<file path="src/rtl/icache_fetch_pkg.sv">
// Shared constants for the instruction-fetch cache: bus widths, line geometry,
// fill word and FSM state encodings.
package icache_fetch_pkg;

    localparam int PC_W        = 64;
    localparam int LINE_BYTES  = 16;
    localparam int OFFSET_W    = 4;
    localparam int LINE_W      = LINE_BYTES * 8;
    localparam int LINE_ADDR_W = PC_W - OFFSET_W;
    localparam int LANES       = 4;

    localparam logic [31:0] NOP_WORD_DEFAULT = 32'h0000_0013;

    localparam logic [1:0] ST_IDLE = 2'd0;
    localparam logic [1:0] ST_REQ  = 2'd1;
    localparam logic [1:0] ST_WAIT = 2'd2;

    // A lane count of 0 or anything above 4 means a full bundle.
    function automatic logic [2:0] norm_count(input logic [2:0] cnt);
        return (cnt == 3'd0 || cnt > 3'd4) ? 3'd4 : cnt;
    endfunction

endpackage

</file>
<file path="src/rtl/icache_fetch_if.sv">
// Fetch-side bus (PC stage <-> cache) and memory-side bus (cache <-> line memory).
interface icache_fetch_if;
    import icache_fetch_pkg::*;

    logic [PC_W-1:0]   pc;
    logic [2:0]        pc_counter;
    logic              pc_valid;
    logic              flush;
    logic [LINE_W-1:0] inst_i;
    logic              cache_un_ready;

    modport master (output pc, pc_counter, pc_valid, flush,
                    input  inst_i, cache_un_ready);
    modport slave  (input  pc, pc_counter, pc_valid, flush,
                    output inst_i, cache_un_ready);
endinterface

interface icache_mem_if;
    import icache_fetch_pkg::*;

    logic              mem_req;
    logic [PC_W-1:0]   mem_addr;
    logic              mem_ack;
    logic              mem_rvalid;
    logic [LINE_W-1:0] mem_rdata;

    modport master (output mem_req, mem_addr,
                    input  mem_ack, mem_rvalid, mem_rdata);
    modport slave  (input  mem_req, mem_addr,
                    output mem_ack, mem_rvalid, mem_rdata);
endinterface

</file>
<file path="src/rtl/icache_line_array.sv">
// Direct-mapped line storage: per-line valid flops plus tag/data arrays,
// one combinational read port, one write port and a bulk valid clear.
module icache_line_array
    import icache_fetch_pkg::*;
#(
    parameter int LINES = 8,
    parameter int IDX_W = $clog2(LINES),
    parameter int TAG_W = LINE_ADDR_W - IDX_W
) (
    input  logic              clk,
    input  logic              rst,
    input  logic [IDX_W-1:0]  rd_idx,
    output logic              rd_valid,
    output logic [TAG_W-1:0]  rd_tag,
    output logic [LINE_W-1:0] rd_data,
    input  logic              we,
    input  logic [IDX_W-1:0]  wr_idx,
    input  logic [TAG_W-1:0]  wr_tag,
    input  logic [LINE_W-1:0] wr_data,
    input  logic              clr_all
);
    logic [LINES-1:0]  valid_reg;
    logic [TAG_W-1:0]  tag_mem  [LINES];
    logic [LINE_W-1:0] data_mem [LINES];

    // Clear takes priority over a same-cycle validate.
    for (genvar gi = 0; gi < LINES; gi++) begin : g_valid
        always_ff @(posedge clk) begin
            if (!rst || clr_all)
                valid_reg[gi] <= 1'b0;
            else if (we && wr_idx == IDX_W'(gi))
                valid_reg[gi] <= 1'b1;
        end
    end

    always_ff @(posedge clk) begin
        if (we) begin
            tag_mem[wr_idx]  <= wr_tag;
            data_mem[wr_idx] <= wr_data;
        end
    end

    assign rd_valid = valid_reg[rd_idx];
    assign rd_tag   = tag_mem[rd_idx];
    assign rd_data  = data_mem[rd_idx];

endmodule

</file>
<file path="src/rtl/icache_fetch.sv">
// Read-only direct-mapped instruction cache with a zero-latency hit path and a
// three-state (IDLE/REQ/WAIT) line refill engine.
module icache_fetch
    import icache_fetch_pkg::*;
#(
    parameter int          LINES    = 8,
    parameter logic [31:0] NOP_WORD = NOP_WORD_DEFAULT
) (
    input  logic          clk,
    input  logic          rst,
    icache_fetch_if.slave fetch,
    icache_mem_if.master  mem
);
    localparam int IDX_W = $clog2(LINES);
    localparam int TAG_W = LINE_ADDR_W - IDX_W;

    logic [1:0]             state_reg;
    logic [LINE_ADDR_W-1:0] miss_addr_reg;
    logic                   mem_req_reg;
    logic [PC_W-1:0]        mem_addr_reg;
    logic                   flush_pend_reg;

    logic [IDX_W-1:0]  rd_idx;
    logic [TAG_W-1:0]  pc_tag;
    logic [TAG_W-1:0]  rd_tag;
    logic              rd_valid;
    logic [LINE_W-1:0] rd_data;
    logic              hit;
    logic              line_we;
    logic [2:0]        lane_cnt;
    logic [31:0]       lane_word [LANES];
    logic              unused_pc_lsb;

    assign rd_idx        = fetch.pc[OFFSET_W +: IDX_W];
    assign pc_tag        = fetch.pc[PC_W-1 : OFFSET_W+IDX_W];
    assign unused_pc_lsb = ^fetch.pc[1:0];

    // A flushing cycle never reports a hit, so the PC stage holds.
    assign hit = fetch.pc_valid && !fetch.flush && rd_valid
              && (rd_tag == pc_tag) && (state_reg == ST_IDLE);

    // Data returned after a flush (this cycle or earlier in the refill) is dropped.
    assign line_we = (state_reg == ST_WAIT) && mem.mem_rvalid
                  && !flush_pend_reg && !fetch.flush;

    icache_line_array #(
        .LINES (LINES),
        .IDX_W (IDX_W),
        .TAG_W (TAG_W)
    ) u_lines (
        .clk      (clk),
        .rst      (rst),
        .rd_idx   (rd_idx),
        .rd_valid (rd_valid),
        .rd_tag   (rd_tag),
        .rd_data  (rd_data),
        .we       (line_we),
        .wr_idx   (miss_addr_reg[IDX_W-1:0]),
        .wr_tag   (miss_addr_reg[LINE_ADDR_W-1:IDX_W]),
        .wr_data  (mem.mem_rdata),
        .clr_all  (fetch.flush)
    );

    assign lane_cnt = norm_count(fetch.pc_counter);

    // Lane k takes line word pc[3:2]+k; lanes past the line end or the count get NOP.
    for (genvar gi = 0; gi < LANES; gi++) begin : g_lane
        logic [2:0] word_pos;
        assign word_pos      = {1'b0, fetch.pc[3:2]} + 3'(gi);
        assign lane_word[gi] = (hit && !word_pos[2] && (3'(gi) < lane_cnt))
                             ? rd_data[32*word_pos[1:0] +: 32] : NOP_WORD;
    end

    assign fetch.inst_i         = {lane_word[3], lane_word[2], lane_word[1], lane_word[0]};
    assign fetch.cache_un_ready = !hit;

    always_ff @(posedge clk) begin
        if (!rst) begin
            state_reg      <= ST_IDLE;
            miss_addr_reg  <= '0;
            mem_req_reg    <= 1'b0;
            mem_addr_reg   <= '0;
            flush_pend_reg <= 1'b0;
        end else begin
            case (state_reg)
                ST_IDLE: begin
                    if (fetch.pc_valid && !fetch.flush && !hit) begin
                        state_reg     <= ST_REQ;
                        miss_addr_reg <= fetch.pc[PC_W-1:OFFSET_W];
                        mem_req_reg   <= 1'b1;
                        mem_addr_reg  <= {fetch.pc[PC_W-1:OFFSET_W], 4'b0000};
                    end
                end
                ST_REQ: begin
                    if (fetch.flush)
                        flush_pend_reg <= 1'b1;
                    if (mem.mem_ack) begin
                        state_reg   <= ST_WAIT;
                        mem_req_reg <= 1'b0;
                    end
                end
                ST_WAIT: begin
                    if (mem.mem_rvalid) begin
                        state_reg      <= ST_IDLE;
                        flush_pend_reg <= 1'b0;
                    end else if (fetch.flush) begin
                        flush_pend_reg <= 1'b1;
                    end
                end
                default: begin
                    state_reg   <= ST_IDLE;
                    mem_req_reg <= 1'b0;
                end
            endcase
        end
    end

    assign mem.mem_req  = mem_req_reg;
    assign mem.mem_addr = mem_addr_reg;

endmodule

</file>
<file path="src/flat_wrapper.sv">
// flat-port wrapper written by rule: the top's interface ports become plain ports
module icache_fetch_flat import icache_fetch_pkg::*;
#(
    parameter int          LINES    = 8,
    parameter logic [31:0] NOP_WORD = NOP_WORD_DEFAULT
)
  (clk, rst, fetch_pc, fetch_pc_counter, fetch_pc_valid, fetch_flush, fetch_inst_i, fetch_cache_un_ready, mem_mem_req, mem_mem_addr, mem_mem_ack, mem_mem_rvalid, mem_mem_rdata);
  icache_fetch_if fetch_i ();
  icache_mem_if mem_i ();
  input  logic clk;
  input  logic rst;
  input wire logic [$bits(fetch_i.pc)-1:0] fetch_pc;
  input wire logic [$bits(fetch_i.pc_counter)-1:0] fetch_pc_counter;
  input wire logic [$bits(fetch_i.pc_valid)-1:0] fetch_pc_valid;
  input wire logic [$bits(fetch_i.flush)-1:0] fetch_flush;
  output wire logic [$bits(fetch_i.inst_i)-1:0] fetch_inst_i;
  output wire logic [$bits(fetch_i.cache_un_ready)-1:0] fetch_cache_un_ready;
  output wire logic [$bits(mem_i.mem_req)-1:0] mem_mem_req;
  output wire logic [$bits(mem_i.mem_addr)-1:0] mem_mem_addr;
  input wire logic [$bits(mem_i.mem_ack)-1:0] mem_mem_ack;
  input wire logic [$bits(mem_i.mem_rvalid)-1:0] mem_mem_rvalid;
  input wire logic [$bits(mem_i.mem_rdata)-1:0] mem_mem_rdata;
  assign fetch_i.pc = fetch_pc;
  assign fetch_i.pc_counter = fetch_pc_counter;
  assign fetch_i.pc_valid = fetch_pc_valid;
  assign fetch_i.flush = fetch_flush;
  assign fetch_inst_i = fetch_i.inst_i;
  assign fetch_cache_un_ready = fetch_i.cache_un_ready;
  assign mem_mem_req = mem_i.mem_req;
  assign mem_mem_addr = mem_i.mem_addr;
  assign mem_i.mem_ack = mem_mem_ack;
  assign mem_i.mem_rvalid = mem_mem_rvalid;
  assign mem_i.mem_rdata = mem_mem_rdata;
  icache_fetch #(.LINES(LINES), .NOP_WORD(NOP_WORD)) u_core (.clk(clk), .rst(rst), .fetch(fetch_i), .mem(mem_i));
endmodule
</file>
<file path="config.mk">
export PLATFORM = sky130hd
export DESIGN_NAME = icache_fetch_flat
export DESIGN_NICKNAME = d
export VERILOG_FILES = /design/src/rtl/icache_fetch_pkg.sv /design/src/rtl/icache_fetch_if.sv /design/src/rtl/icache_line_array.sv /design/src/rtl/icache_fetch.sv /design/src/flat_wrapper.sv
export SDC_FILE = /design/constraint.sdc
export NUM_CORES = 1
export LEC_CHECK = 0
export CELL_PAD_IN_SITES_DETAIL_PLACEMENT = 1
export CELL_PAD_IN_SITES_GLOBAL_PLACEMENT = 2
export CORE_ASPECT_RATIO = 1.2
export CORE_UTILIZATION = 25
export DETAILED_ROUTE_END_ITERATION = 16
export PLACE_DENSITY_LB_ADDON = 0.2
export SLEW_MARGIN = 5
export SYNTH_ARGS = -nofsm -noshare
export SYNTH_HDL_FRONTEND = slang
export SYNTH_SLANG_ARGS = --single-unit
</file>
<file path="constraint.sdc">
create_clock -name clk -period 27.9 [get_ports clk]
set_input_delay 6.975 -clock clk [delete_from_list [all_inputs] [get_ports clk]]
set_output_delay 6.975 -clock clk [all_outputs]
set_load 0.1 [all_outputs]
</file>
==> qor.yml <==
post_synth_xor_area_fraction: 0.004660
cap_violations: 0
via_count: 31860
grt_use_total: 0.1516
clock_latency_ns: 0.84
fp.dieW_um: 456.7
post_cts_setup_driven_buffer_insertion_count: 0
start_util: 0.2524
slew_headroom: 0.2105
cts_max_path_buffers: 4
synth_sequential_area_ratio: 0.7398
ys.warnings.count: 0
tritoncts: "yes"
initial_drc_count: 1993
worst-r2r-cell-count: 11
count_of_mapped_cells_out_of_synthesis: 3243
finalMaxSlewViolations: 0
ys_types: 47
p_seq_frac: 0.497
floorplan.io_pins: 395
r2r_setup_slack_ns: 22.91
row_count: 199
grt_antenna_before_repair: 63
timing.critical_path.arrival_ns: 13.74
crit_path_max_fanout: 75
fin_hold_ws_ns: 0.4684
gpl.final_weighted_congestion: 0.7315
post_synthesis_compound_gate_area_fraction: 0.02562
async_reset_ff_frac: 0
reg2reg_from: "u_core.u_lines.tag_mem[7][44]$_DFFE_PP_"
cts-buffers-inserted: 180
power.switching_fraction: 0.2268
power.ir.vdd_worst_uv: 45.36
detail_route.first_pass.iterations: 7
layout-drive-gt1-share: 0.2015
grt_max_degree: 123
avgSynthCellArea_um2: 19.13
synth_enable_flop_cells: 1480
tightestPinTransition_ns: 1.181
drc: 0
drt-vias-per-instance: 4.517
number_of_cells_upsized_or_downsized_after_cts: 0
coreArea_mm2: 0.2458
numPortBuffers: 388
syn2layout_area_growth_pct: 21.39
synth-adder-area-share: 0.001412
clock-skew-final_ns: 0.07046
fraction_of_synthesized_area_in_multiplexers: 0.1754
grt_setup_unrepaired: "no"
worstPathRequired_ns: 20.92
dieArea_mm2: 0.2501
final_cell_mix: "sky130_fd_sc_hd__edfxtp_1, sky130_fd_sc_hd__clkdlybuf4s50_1, sky130_fd_sc_hd__mux4_2, sky130_fd_sc_hd__mux2i_1, sky130_fd_sc_hd__nor2_1"
largest_register_ff_count: 1024
final_antenna_net_count: 0
nNetsFinal: 3908
setup-tns-final_ns: 0
synthSimpleGateAreaFrac: 0.03811
dp_hpwl_um: 119600
cellInternalPower_uw: 3995
crit_end: "fetch_inst_i[70]"
power-per-cell-area_mw_per_mm2: 68.63
p_leak_uw: 0.02425
hold_viol: 0
synth.ff_latch_count: 1552
crit_type: "in -> out"
grt_overflow: 0
result_of_the_run: "complete, no violations"
cts.sink_count: 1552
first_pass_grt_wire_length_um: 269300
fp.dieH_um: 547.6
drt-wirelength-per-cell_um: 27.31
cts.clk_slew.worst_paths_ns: 0.06
fmax_mhz: 48.28
clock_power_share: 0.435
setup_violations: 0
cts.hold.buffers_added: 0
drt_wl_total_um: 192700
netlist_area_mm2: 0.06202
first_global_vias: 33730
number_of_h_tree_levels: 4
worst_r2r_endpoint: "u_core.mem.mem_addr[40]$_SDFFE_PN0P_"
worst_hold_path_type: "reg -> reg"
period_minus_slack_ns: 20.71
synth-main-ff-cell: "sky130_fd_sc_hd__edfxtp_1"
fin_crit_sh: 0.7423
power.share.combinational: 0.067
power.net_switching_uw: 1172
endpoint_kind: "output pin"
clk_root_buffer_cell: "sky130_fd_sc_hd__clkbuf_16"
startpoint: "fetch_pc[6]"
largest_family_of_logic_cells_by_synthesized_area: "multiplexers"
critical_path.startpoint_type: "input pin"
most_frequent_standard_cell_in_the_layout_excluding_fill_and_tap_cells: "sky130_fd_sc_hd__edfxtp_1"
## kinds of logic (layout without fill, tap and decap cells)
| kind of cell | count (synthesis) | in the layout |
|---|---|---|
| flops | 1552 | 1552 |
| mux | 668 | 668 |
| simple gates | 534 | 534 |
| compound gates | 248 | 248 |
| buf+inv | 200 | 785 |
| xor+xnor | 33 | 33 |
| fa+ha+maj | 7 | 7 |
| other cells | 1 | 11 |
## worst min path at each step
stage / cells past startpoint / end / from / slack, ns
CTS: 2 / u_core.u_lines.valid_reg[2]$_SDFFE_PP0P_ / u_core.u_lines.valid_reg[2]$_SDFFE_PP0P_ / 0.47
finish: 2 / u_core.u_lines.valid_reg[2]$_SDFFE_PP0P_ / u_core.u_lines.valid_reg[2]$_SDFFE_PP0P_ / 0.47
floorplan: 2 / u_core.u_lines.valid_reg[2]$_SDFFE_PP0P_ / u_core.u_lines.valid_reg[2]$_SDFFE_PP0P_ / 0.43
global route: 2 / u_core.u_lines.valid_reg[2]$_SDFFE_PP0P_ / u_core.u_lines.valid_reg[2]$_SDFFE_PP0P_ / 0.48
global placement: 2 / u_core.u_lines.valid_reg[2]$_SDFFE_PP0P_ / u_core.u_lines.valid_reg[2]$_SDFFE_PP0P_ / 0.45
detailed placement: 2 / u_core.u_lines.valid_reg[2]$_SDFFE_PP0P_ / u_core.u_lines.valid_reg[2]$_SDFFE_PP0P_ / 0.46
## cell usage after synthesis, drive strengths merged, types with 29 or more instances
cell    instances  area [um2]
a22o           30       262.8
buf           103       565.5
clkbuf         85       319.1
dfxtp          72        1441
edfxtp       1480       44440
mux2          110        1239
mux2i         234        2342
mux4          324        7297
nand2         151       566.8
nor2          240       900.9
nor2b          65       406.6
o211ai         29       217.7
o21a           29       217.7
o21ai         121       609.3
## final cells by class
cell class	instances	area (um2)
Antenna cell	7	17.52
Sequential cell	1552	45880
Clock buffer	236	4870
Timing Repair Buffer	460	4497
Multi-Input combinational cell	1494	15310
Tap cell	3216	4024
Inverter	12	48.80
Clock inverter	77	638.1
Fill cell	24910	170500
## power by group through the flow
stage / Combinational [uW] / Sequential (uW) / Clock [uW]
after floorplan: 173 / 2650 / 0
after global placement: 357 / 2620 / 0
after detailed placement: 360 / 2620 / 0
after CTS: 361 / 2570 / 2330
after global routing: 375 / 2570 / 2410
final: 348 / 2570 / 2250
## stage by stage
stage	cells	setup WS (ns)	utilization	total power (uW)	area [um2]
2_1_floorplan	3246	7.074	-	2825	62040
3_3_place_gp	6734	6.923	0.2839	2976	69770
3_5_place_dp	6734	6.928	0.2839	2979	69770
4_1_cts	7047	6.912	0.3063	5260	75270
5_1_grt	7049	6.884	0.3063	5352	75280
6_report	7054	7.190	0.3064	5167	75290
## critical path, cell delays in order
cell                              delay (ns)
sky130_fd_sc_hd__buf_8                  0.54
sky130_fd_sc_hd__buf_4                  0.75
sky130_fd_sc_hd__buf_4                  0.77
sky130_fd_sc_hd__mux4_2                 0.42
sky130_fd_sc_hd__nand2_1                0.08
sky130_fd_sc_hd__nand2_1                0.11
sky130_fd_sc_hd__xor2_1                 0.15
sky130_fd_sc_hd__nor4_1                 0.37
sky130_fd_sc_hd__nand4_1                0.43
sky130_fd_sc_hd__nor2_2                 0.23
sky130_fd_sc_hd__buf_4                  0.29
sky130_fd_sc_hd__nand2_2                0.55
sky130_fd_sc_hd__nor2_1                 0.60
sky130_fd_sc_hd__clkdlybuf4s50_1        1.23
## layer usage
metal,vias to the layer above,routed length [um],global-route usage
met3,290,12840,0.04504
met5,-,396,0
met1,16870,81880,0.1911
met4,60,4104,0.03404
met2,728,93430,0.2547
li1,13920,-,-
Power figures use the tool's default switching activity.
